==> config.mk <==
export PLATFORM = sky130hd
export DESIGN_NAME = noc_output_arbiter
export DESIGN_NICKNAME = d
export VERILOG_FILES = /design/src/rtl/noc_output_arbiter.sv
export SDC_FILE = /design/constraint.sdc
export NUM_CORES = 1
export LEC_CHECK = 0
export CORE_UTILIZATION = 47
export DETAILED_ROUTE_END_ITERATION = 6
export HOLD_SLACK_MARGIN = 0.03
export PLACE_DENSITY = 0.83
export SLEW_MARGIN = 20
export SYNTH_ARGS = -nofsm -noshare
export SYNTH_HDL_FRONTEND = slang
export SYNTH_SLANG_ARGS = --single-unit
==> constraint.sdc <==
create_clock -name clk -period 8.9 [get_ports clk]
set_clock_uncertainty 0.05 [all_clocks]
set_input_delay 1.78 -clock clk [delete_from_list [all_inputs] [get_ports clk]]
set_output_delay 1.78 -clock clk [all_outputs]
set_load 0.01 [all_outputs]
==> src/rtl/noc_output_arbiter.sv <==
// Per-output-port wormhole arbiter: round-robin pick among requesting inputs,
// locks the output to the winner until its tail flit has been pushed.
module noc_output_arbiter #(
    parameter int unsigned NUM_IN  = 5,
    parameter int unsigned DATA_W  = 16,
    parameter int unsigned OWNER_W = 3
) (
    input  logic                     clk,
    input  logic                     rst,
    input  logic [NUM_IN-1:0]        req_i,
    input  logic [NUM_IN-1:0]        tail_i,
    input  logic [NUM_IN*DATA_W-1:0] data_i,
    input  logic                     full_i,
    output logic [NUM_IN-1:0]        grant_o,
    output logic                     push_o,
    output logic [DATA_W-1:0]        data_o,
    output logic                     locked_o,
    output logic [OWNER_W-1:0]       owner_o,
    output logic [15:0]              pkt_count_o
);

    localparam int unsigned CNT_W = 16;

    typedef enum logic {
        S_IDLE   = 1'b0,
        S_LOCKED = 1'b1
    } state_t;

    state_t             r_state;
    logic [OWNER_W-1:0] r_ptr;
    logic [OWNER_W-1:0] r_owner;
    logic [CNT_W-1:0]   r_pkt_count;

    state_t             w_state_nxt;
    logic [OWNER_W-1:0] w_ptr_nxt;
    logic [OWNER_W-1:0] w_owner_nxt;
    logic [CNT_W-1:0]   w_pkt_count_nxt;

    logic               w_found;
    logic [OWNER_W-1:0] w_win;
    logic [OWNER_W-1:0] w_idx;
    int unsigned        w_sum;
    logic               w_take;
    logic [OWNER_W-1:0] w_sel;
    logic [DATA_W-1:0]  w_flit [NUM_IN];

    genvar g;
    generate
        for (g = 0; g < NUM_IN; g++) begin : g_flit
            assign w_flit[g] = data_i[g*DATA_W +: DATA_W];
        end
    endgenerate

    // First requester at or after ptr, wrapping modulo NUM_IN
    always_comb begin
        w_found = 1'b0;
        w_win   = '0;
        w_idx   = '0;
        w_sum   = 0;
        for (int unsigned i = 0; i < NUM_IN; i++) begin
            w_sum = 32'(r_ptr) + i;
            w_idx = (w_sum >= NUM_IN) ? OWNER_W'(w_sum - NUM_IN) : OWNER_W'(w_sum);
            if (!w_found && req_i[w_idx]) begin
                w_found = 1'b1;
                w_win   = w_idx;
            end
        end
    end

    // Next-state and combinational grant/push/data
    always_comb begin
        w_state_nxt     = r_state;
        w_ptr_nxt       = r_ptr;
        w_owner_nxt     = r_owner;
        w_pkt_count_nxt = r_pkt_count;
        w_take          = 1'b0;
        w_sel           = '0;
        locked_o        = 1'b0;

        case (r_state)
            S_IDLE: begin
                w_sel = w_win;
                if (w_found && !full_i) begin
                    w_take = 1'b1;
                    if (tail_i[w_win]) begin
                        w_ptr_nxt       = (w_win == OWNER_W'(NUM_IN-1)) ? '0 : w_win + OWNER_W'(1);
                        w_pkt_count_nxt = r_pkt_count + CNT_W'(1);
                    end else begin
                        w_state_nxt = S_LOCKED;
                        w_owner_nxt = w_win;
                    end
                end
            end
            S_LOCKED: begin
                locked_o = 1'b1;
                w_sel    = r_owner;
                if (req_i[r_owner] && !full_i) begin
                    w_take = 1'b1;
                    if (tail_i[r_owner]) begin
                        w_state_nxt     = S_IDLE;
                        w_ptr_nxt       = (r_owner == OWNER_W'(NUM_IN-1)) ? '0 : r_owner + OWNER_W'(1);
                        w_pkt_count_nxt = r_pkt_count + CNT_W'(1);
                    end
                end
            end
            default: w_state_nxt = S_IDLE;
        endcase

        if (rst) begin
            w_take   = 1'b0;
            locked_o = 1'b0;
        end

        grant_o = w_take ? (NUM_IN'(1) << w_sel) : '0;
        push_o  = w_take;
        data_o  = w_take ? w_flit[w_sel] : '0;
    end

    always_ff @(posedge clk) begin
        if (rst) begin
            r_state     <= S_IDLE;
            r_ptr       <= '0;
            r_owner     <= '0;
            r_pkt_count <= '0;
        end else begin
            r_state     <= w_state_nxt;
            r_ptr       <= w_ptr_nxt;
            r_owner     <= w_owner_nxt;
            r_pkt_count <= w_pkt_count_nxt;
        end
    end

    assign owner_o     = r_owner;
    assign pkt_count_o = r_pkt_count;

endmodule

==> results of run 1 <==
[state kept, by name, summed over array words and instances, names as in the netlist]
name / flops
r_state: 1
pkt_count_o: 16
r_ptr: 3
owner_o: 3
[final cells by class]
type                            count  area share [%]
Inverter                           17            1.44
Tap cell                           77            2.10
Timing Repair Buffer              141            30.3
Clock inverter                      1           0.109
Multi-Input combinational cell    332            55.1
Sequential cell                    23            10.0
Clock buffer                        3           0.899
[placed cells by master (no fill, tap or decap), types with 13 or more instances in the layout]
master             n
nand2_1           22
dfxtp_1           23
o21ai_0           27
ha_1              13
nor3_1            13
a21oi_1           25
inv_1             16
a221oi_1          16
nor2_1            24
clkdlybuf4s50_1  134
mux2i_1           44
[worst paths after layout]
check             startpoint               to  slack, ns
max                 req_i[3]        data_o[6]       1.11
max reg2reg         r_ptr[1]       owner_o[1]       3.69
min          pkt_count_o[15]  pkt_count_o[15]       0.44
min reg2reg  pkt_count_o[15]  pkt_count_o[15]       0.44
[power by group]
part	internal, uW	leakage (uW)	switching, uW
registers	116	0.000186	33.3
logic	477	0.00157	613
clock network	31.3	0.0000255	34.8
[worst max-delay path: cells and delay by family]
kind,cells,cell delay (ns)
AO/OA/AOI/OAI,3,0.93
AND/OR/NAND/NOR,6,1.05
multiplexers,2,0.64
buffers and inverters,3,1.55
[cells in the mapped netlist, types with 6 or more instances]
cell type	instances
nand3_1	10
clkbuf_1	12
dfxtp_1	23
ha_1	13
nor2b_1	8
o31ai_1	10
inv_1	16
buf_2	7
and3_1	7
mux4_2	6
mux2_2	9
nand2_1	22
o21ai_0	27
a21oi_1	26
nor2_1	25
mux2i_1	44
or4_1	10
nor3_1	13
a221oi_1	16
[layer usage]
layer | global-route usage, % | share of wire (%) | up-vias
li1 | - | - | 1786
met1 | 34.0 | 40 | 1762
met2 | 53.2 | 52 | 139
met3 | 4.23 | 4.9 | 24
met4 | 10.0 | 2.6 | 0
met5 | 0 | 0 | -
[metrics by stage]
step	instance area [um2]	utilization (%)	setup WS [ns]	hold slack, ns
final	4590	71.1	1.11	0.441
after global routing	4590	71.1	0.909	0.477
after CTS	4590	71.1	1.04	0.444
after detailed placement	4540	70.4	1.06	0.432
after global placement	4540	70.4	1.14	0.412
after floorplan	3190	-	2.53	0.446
[cell families (layout without fill, tap and decap cells)]
group	after synthesis	after routing	share of synthesized area, %
mux	59	59	21.2
compound gates	127	127	28.2
fa+ha+maj	14	14	5.73
flops	23	23	14.4
buf+inv	45	162	6.86
xor+xnor	6	6	1.65
simple gates	126	126	22.0
==> insert_results.sql, run 1 <==
INSERT INTO impl_metrics (metric_group, metric, value, unit) VALUES
('setup_path', 'criticalPathCategory', 'input port to primary output', ''),
('placement', 'detailedPlacementHpwl', '8340', 'um'),
('power_and_ir_drop', 'totalPowerFinal', '1310', 'uW'),
('sta', 'rsz0062_at_grt', 'no', ''),
('drt', 'post_drt_via_cell_ratio', '6.25', ''),
('sta', 'totalNegativeSetupSlack', '0', 'ns'),
('placement', 'place.port_buffers', '134', ''),
('drt', 'drt-total-wl', '10600', 'um'),
('cts', 'cts_hold_buffers', '0', ''),
('cts', 'clockRootBuffer', 'clkbuf_8', ''),
('synthesis', 'post-synth-top-area-fraction', '14.4', '%'),
('synthesis', 'unique_masters_post_synth', '76', ''),
('setup_path', 'critical_path.startpoint_type', 'input port', ''),
('synthesis', 'postSynthAreaPerCell', '7.98', 'um2'),
('setup_path', 'crit_chain', 'clkdlybuf4s50_1 -> mux4_2 -> or3b_1 -> o211ai_2 -> nor3_2 -> and3_1 -> nand3_1 -> nand2_2 -> nor2_1 -> a21oi_4 -> buf_4 -> mux2i_1 -> a221oi_1 -> clkdlybuf4s50_1', ''),
('sta', 'max_slew_margin', '52.2', '%'),
('sta', 'finalSetupViolations', '0', ''),
('cts', 'worstSkewPairLatency', '0.27', 'ns'),
('drt', 'dr_vias', '3711', ''),
('cts', 'path_clk_slew', '0.08', 'ns'),
('power_and_ir_drop', 'ir_drop', '0.000164', 'V'),
('sta', 'max_slew.worst_pin.slew', '0.716', 'ns'),
('drt', 'antenna_nets_post_route', '0', ''),
('drt', 'detail_route.drc_violations', '2', ''),
('sta', 'hold_viol', '0', ''),
('synthesis', 'post-synth-top-area-cell', 'dfxtp_1', ''),
('hold_path', 'timing.hold.worst_path_depth', '2', ''),
('die', 'core_area', '6460', 'um2'),
('synthesis', 'yosysWarningCount', '0', ''),
('synthesis', 'synth_async_sr_flop_share', '0', '%'),
('cts', 'post_cts_resize_count', '0', ''),
('cts', 'tritoncts', 'done', ''),
('cts', 'cts_buffers', '3', ''),
('die', 'rows', '29', ''),
('power_and_ir_drop', 'power.leakage', '0.00178', 'uW'),
('die', 'boundaryPins', '135', ''),
('finish', 'multi_input_logic_area', '2530', 'um2'),
('finish', 'area_delta_synth_final', '44.0', '%'),
('finish', 'antenna_cells', '0', ''),
('finish', 'final_layout_size_suffix_gt1_share', '8.90', '%'),
('setup_path', 'cp-end-kind', 'primary output', ''),
('placement', 'gp_routability_congestion', '1.03', ''),
('global_routing', 'global_route_wire_length_before_repair', '16900', 'um'),
('setup_path', 'critical_path.most_common_cell', 'clkdlybuf4s50_1', ''),
('sta', 'final.min_clock_period', '7.79', 'ns'),
('drt', 'detail_route.iter0.violations', '155', ''),
('drt', 'drt_pre_antenna_iters', '7', ''),
('finish', 'layoutNonFillerInstCount', '594', ''),
('synthesis', 'syn-num-nets', '507', ''),
('setup_path', 'cpMaxStageDelayCell', 'clkdlybuf4s50_1', ''),
('global_routing', 'antenna_found_initial', '0', ''),
('die', 'floorplan.die.width', '84.4', 'um'),
('setup_path', 'worst_r2r_path_depth', '13', ''),
('global_routing', 'first_global_vias', '3550', ''),
('finish', 'final-seq-area', '460', 'um2'),
('hold_path', 'hold_class', 'flop to flop', ''),
('power_and_ir_drop', 'power_density', '284', 'nW/um2'),
('die', 'die_h', '84.4', 'um'),
('cts', 'cts_sinks', '23', ''),
('sta', 'period_share', '87.5', '%'),
('synthesis', 'netlist_top_cells_area', 'dfxtp_1 14%, mux2i_1 14%, ha_1 5.1%, a221oi_1 4.4%, o21ai_0 4.2%', ''),
('outcome', 'status', 'finished, violations left', ''),
('die', 'initial_utilization', '49.4', '%'),
('setup_path', 'worst-endpoint-arrival', '5.96', 'ns'),
('finish', 'nets', '625', ''),
('outcome', 'failing_checks', 'DRC', ''),
('global_routing', 'groute.usage.overall', '28.8', '%'),
('setup_path', 'slowest_delay', '0.60', 'ns'),
('global_routing', 'pin_count_of_the_biggest_net_entering_global_routing', '33', ''),
('synthesis', 'synth_ff_type', 'dfxtp_1', ''),
('run', 'max-cap-violations', '0', '');
(Power assumes the default switching activity.)
==> run 2: changes to the inputs <==
--- a/config.mk
+++ b/config.mk
@@ -6,6 +6,7 @@
 export NUM_CORES = 1
 export LEC_CHECK = 0
 export CORE_UTILIZATION = 47
+export CTS_CLUSTER_SIZE = 8
 export DETAILED_ROUTE_END_ITERATION = 6
 export HOLD_SLACK_MARGIN = 0.03
 export PLACE_DENSITY = 0.83
==> results of run 2 <==
The final DEF is identical to that of run 1; final timing and power are the same.
==> run 3: changes to the inputs <==
--- a/config.mk
+++ b/config.mk
@@ -5,11 +5,14 @@
 export SDC_FILE = /design/constraint.sdc
 export NUM_CORES = 1
 export LEC_CHECK = 0
-export CORE_UTILIZATION = 47
+export CELL_PAD_IN_SITES_DETAIL_PLACEMENT = 1
+export CELL_PAD_IN_SITES_GLOBAL_PLACEMENT = 2
+export CORE_UTILIZATION = 26
 export CTS_CLUSTER_SIZE = 8
 export DETAILED_ROUTE_END_ITERATION = 6
 export HOLD_SLACK_MARGIN = 0.03
-export PLACE_DENSITY = 0.83
+export MAX_ROUTING_LAYER = met4
+export PLACE_DENSITY = 0.85
 export SLEW_MARGIN = 20
 export SYNTH_ARGS = -nofsm -noshare
 export SYNTH_HDL_FRONTEND = slang
==> run 3 against run 2 <==
Net effect: the flow now finishes without violations; core utilization shrank 32 points; sequential cell count stayed put; sequential power is essentially flat; routed wire length rose by 14%; die area increased by 79%; largest power group unchanged.
==> insert_results.sql, run 3 (synthesis results as in run 1) <==
INSERT INTO impl_metrics (metric_group, metric, value, unit) VALUES
('cts', 'post_cts_resize_count', '0', ''),
('global_routing', 'globalRouteMet1Util', '21.7', '%'),
('sta', 'finalSetupViolations', '0', ''),
('drt', 'dr_vias', '3693', ''),
('finish', 'multi_input_logic_area', '2530', 'um2'),
('global_routing', 'gr-max-usage-layer', 'met2', ''),
('global_routing', 'grt_overflow_total', '0', ''),
('sta', 'period_share', '89.9', '%'),
('power_and_ir_drop', 'totalPowerFinal', '1370', 'uW'),
('drt', 'drt-total-wl', '12200', 'um'),
('cts', 'tritoncts', 'done', ''),
('power_and_ir_drop', 'p_switching', '706', 'uW'),
('cts', 'clockRootBuffer', 'clkbuf_16', ''),
('power_and_ir_drop', 'power_density', '290', 'nW/um2'),
('hold_path', 'hold_class', 'flop to flop', ''),
('die', 'die_h', '113', 'um'),
('die', 'core_area', '12000', 'um2'),
('setup_path', 'cp-end-kind', 'primary output', ''),
('cts', 'path_clk_slew', '0.06', 'ns'),
('setup_path', 'worst-endpoint-arrival', '6.17', 'ns'),
('sta', 'totalNegativeSetupSlack', '0', 'ns'),
('sta', 'max_slew_margin', '52.9', '%'),
('power_and_ir_drop', 'power.leakage', '0.00178', 'uW'),
('placement', 'numPlacedInstances', '658', ''),
('drt', 'drt_pre_antenna_iters', '4', ''),
('outcome', 'status', 'finished, final reports clean', ''),
('cts', 'cts_hold_buffers', '0', ''),
('setup_path', 'criticalPathCategory', 'input port to primary output', ''),
('cts', 'max-clock-path-buffers', '2', ''),
('setup_path', 'timing.critical_path.fanout_max', '21', ''),
('drt', 'antenna_nets_post_route', '0', ''),
('global_routing', 'first_global_vias', '3899', ''),
('power_and_ir_drop', 'netSwitchingFraction', '51.7', '%'),
('cts', 'worstSkewPairLatency', '0.25', 'ns'),
('finish', 'filler_cell_count', '1410', ''),
('die', 'initial_utilization', '26.7', '%'),
('finish', 'final_common_cell', 'clkdlybuf4s50_1', ''),
('drt', 'post_drt_via_cell_ratio', '5.58', ''),
('drt', 'detail_route.drc_violations', '0', ''),
('setup_path', 'worst-endpoint-required', '7.07', 'ns'),
('global_routing', 'global_route_wire_length_before_repair', '19500', 'um'),
('cts', 'cts_sinks', '23', ''),
('sta', 'finalMaxSlewViolations', '0', ''),
('global_routing', 'global_route.usage.met3', '3.75', '%'),
('power_and_ir_drop', 'combinationalPowerShare', '81.9', '%'),
('sta', 'achievable-frequency', '0.125', 'GHz'),
('finish', 'final-seq-area', '460', 'um2'),
('finish', 'largest_reg_flops', '16', ''),
('sta', 'rsz0062_at_grt', 'no', ''),
('power_and_ir_drop', 'p_int', '660', 'uW'),
('sta', 'holdWs', '0.438', 'ns'),
('cts', 'post-cts-setup-buffer-count', '0', ''),
('sta', 'hold_viol', '0', ''),
('die', 'boundaryPins', '135', ''),
('setup_path', 'critical_path.startpoint_type', 'input port', ''),
('finish', 'top_library_cells_by_usage_in_the_layout_fill_and_taps_aside', '134 x clkdlybuf4s50_1, 43 x mux2i_1, 27 x o21ai_0, 25 x a21oi_1, 24 x nor2_1', ''),
('global_routing', 'grtUsageMet2', '34.9', '%'),
('global_routing', 'antenna_found_initial', '0', ''),
('finish', 'layoutNonFillerInstCount', '662', ''),
('cts', 'cts_buffers', '3', ''),
('cts', 'cts.htree.levels', '1', ''),
('die', 'rows', '40', ''),
('run', 'max-cap-violations', '0', ''),
('finish', 'final_layout_size_suffix_gt1_share', '8.54', '%'),
('placement', 'place.port_buffers', '134', ''),
('power_and_ir_drop', 'share_seq_of_total_power', '10.9', '%'),
('sta', 'final.min_clock_period', '8.00', 'ns'),
('sta', 'max_slew.worst_pin.slew', '0.706', 'ns'),
('drt', 'detail_route.iter0.violations', '193', ''),
('finish', 'area_delta_synth_final', '47.8', '%'),
('drt', 'wire_per_inst', '18.4', 'um'),
('power_and_ir_drop', 'ir_drop', '0.000159', 'V'),
('die', 'die-area', '12700', 'um2'),
('global_routing', 'pin_count_of_the_biggest_net_entering_global_routing', '36', ''),
('placement', 'detailedPlacementHpwl', '9780', 'um'),
('finish', 'nets', '623', ''),
('placement', 'gp_routability_congestion', '0.832', ''),
('finish', 'postLayoutCoreUtil', '39.4', '%'),
('power_and_ir_drop', 'proportion_of_power_drawn_by_the_clock_network', '7.1', '%'),
('die', 'floorplan.die.width', '113', 'um'),
('global_routing', 'groute.usage.overall', '19.4', '%'),
('finish', 'antenna_cells', '0', '');
run 3: final timing paths:
path	startpoint	endpoint	slack (ns)	depth (start not counted)
worst min register to register	pkt_count_o[15]	pkt_count_o[15]	0.44	2
worst max register to register	r_ptr[1]	owner_o[0]	3.59	12
worst min-delay path	pkt_count_o[15]	pkt_count_o[15]	0.44	2
worst max-delay path	req_i[3]	data_o[4]	0.90	12
run 3: power groups by stage:
stage                     clock, uW  combinational [uW]  sequential [uW]
after floorplan                   0                 777              137
after global placement            0                1100              152
after detailed placement          0                1120              152
after CTS                       100                1120              149
after global routing            107                1220              153
final                          97.3                1120              149
run 3: per-stage QoR:
stage               setup slack, ns  area (um2)
detailed placement            0.849        4630
CTS                           0.792        4710
global route                  0.617        4710
global placement               1.04        4630
floorplan                      2.53        3190
finish                        0.895        4710
run 3: critical path: stages:
cell,delay [ns]
clkdlybuf4s50_1,0.61
mux4_2,0.54
or3b_1,0.25
o211ai_2,0.13
nor3_2,0.30
o2111ai_1,0.18
a32oi_1,0.60
mux2i_2,0.14
buf_4,0.24
and2_1,0.36
a221oi_1,0.42
clkdlybuf4s50_1,0.61
run 3: cell type report:
type / instances / area share, %
clock buffers: 4 / 1.67
inverters: 17 / 1.41
multi-input cells: 332 / 53.7
flip-flops and latches: 23 / 9.77
well taps: 147 / 3.90
repair buffers: 139 / 29.5
run 3: layer usage:
metal  vias up  part of all wire [%]
li1       1776                     -
met3        20                   5.8
met1      1773                    40
met2       124                    51
met4         0                   2.6
met5         -                     0
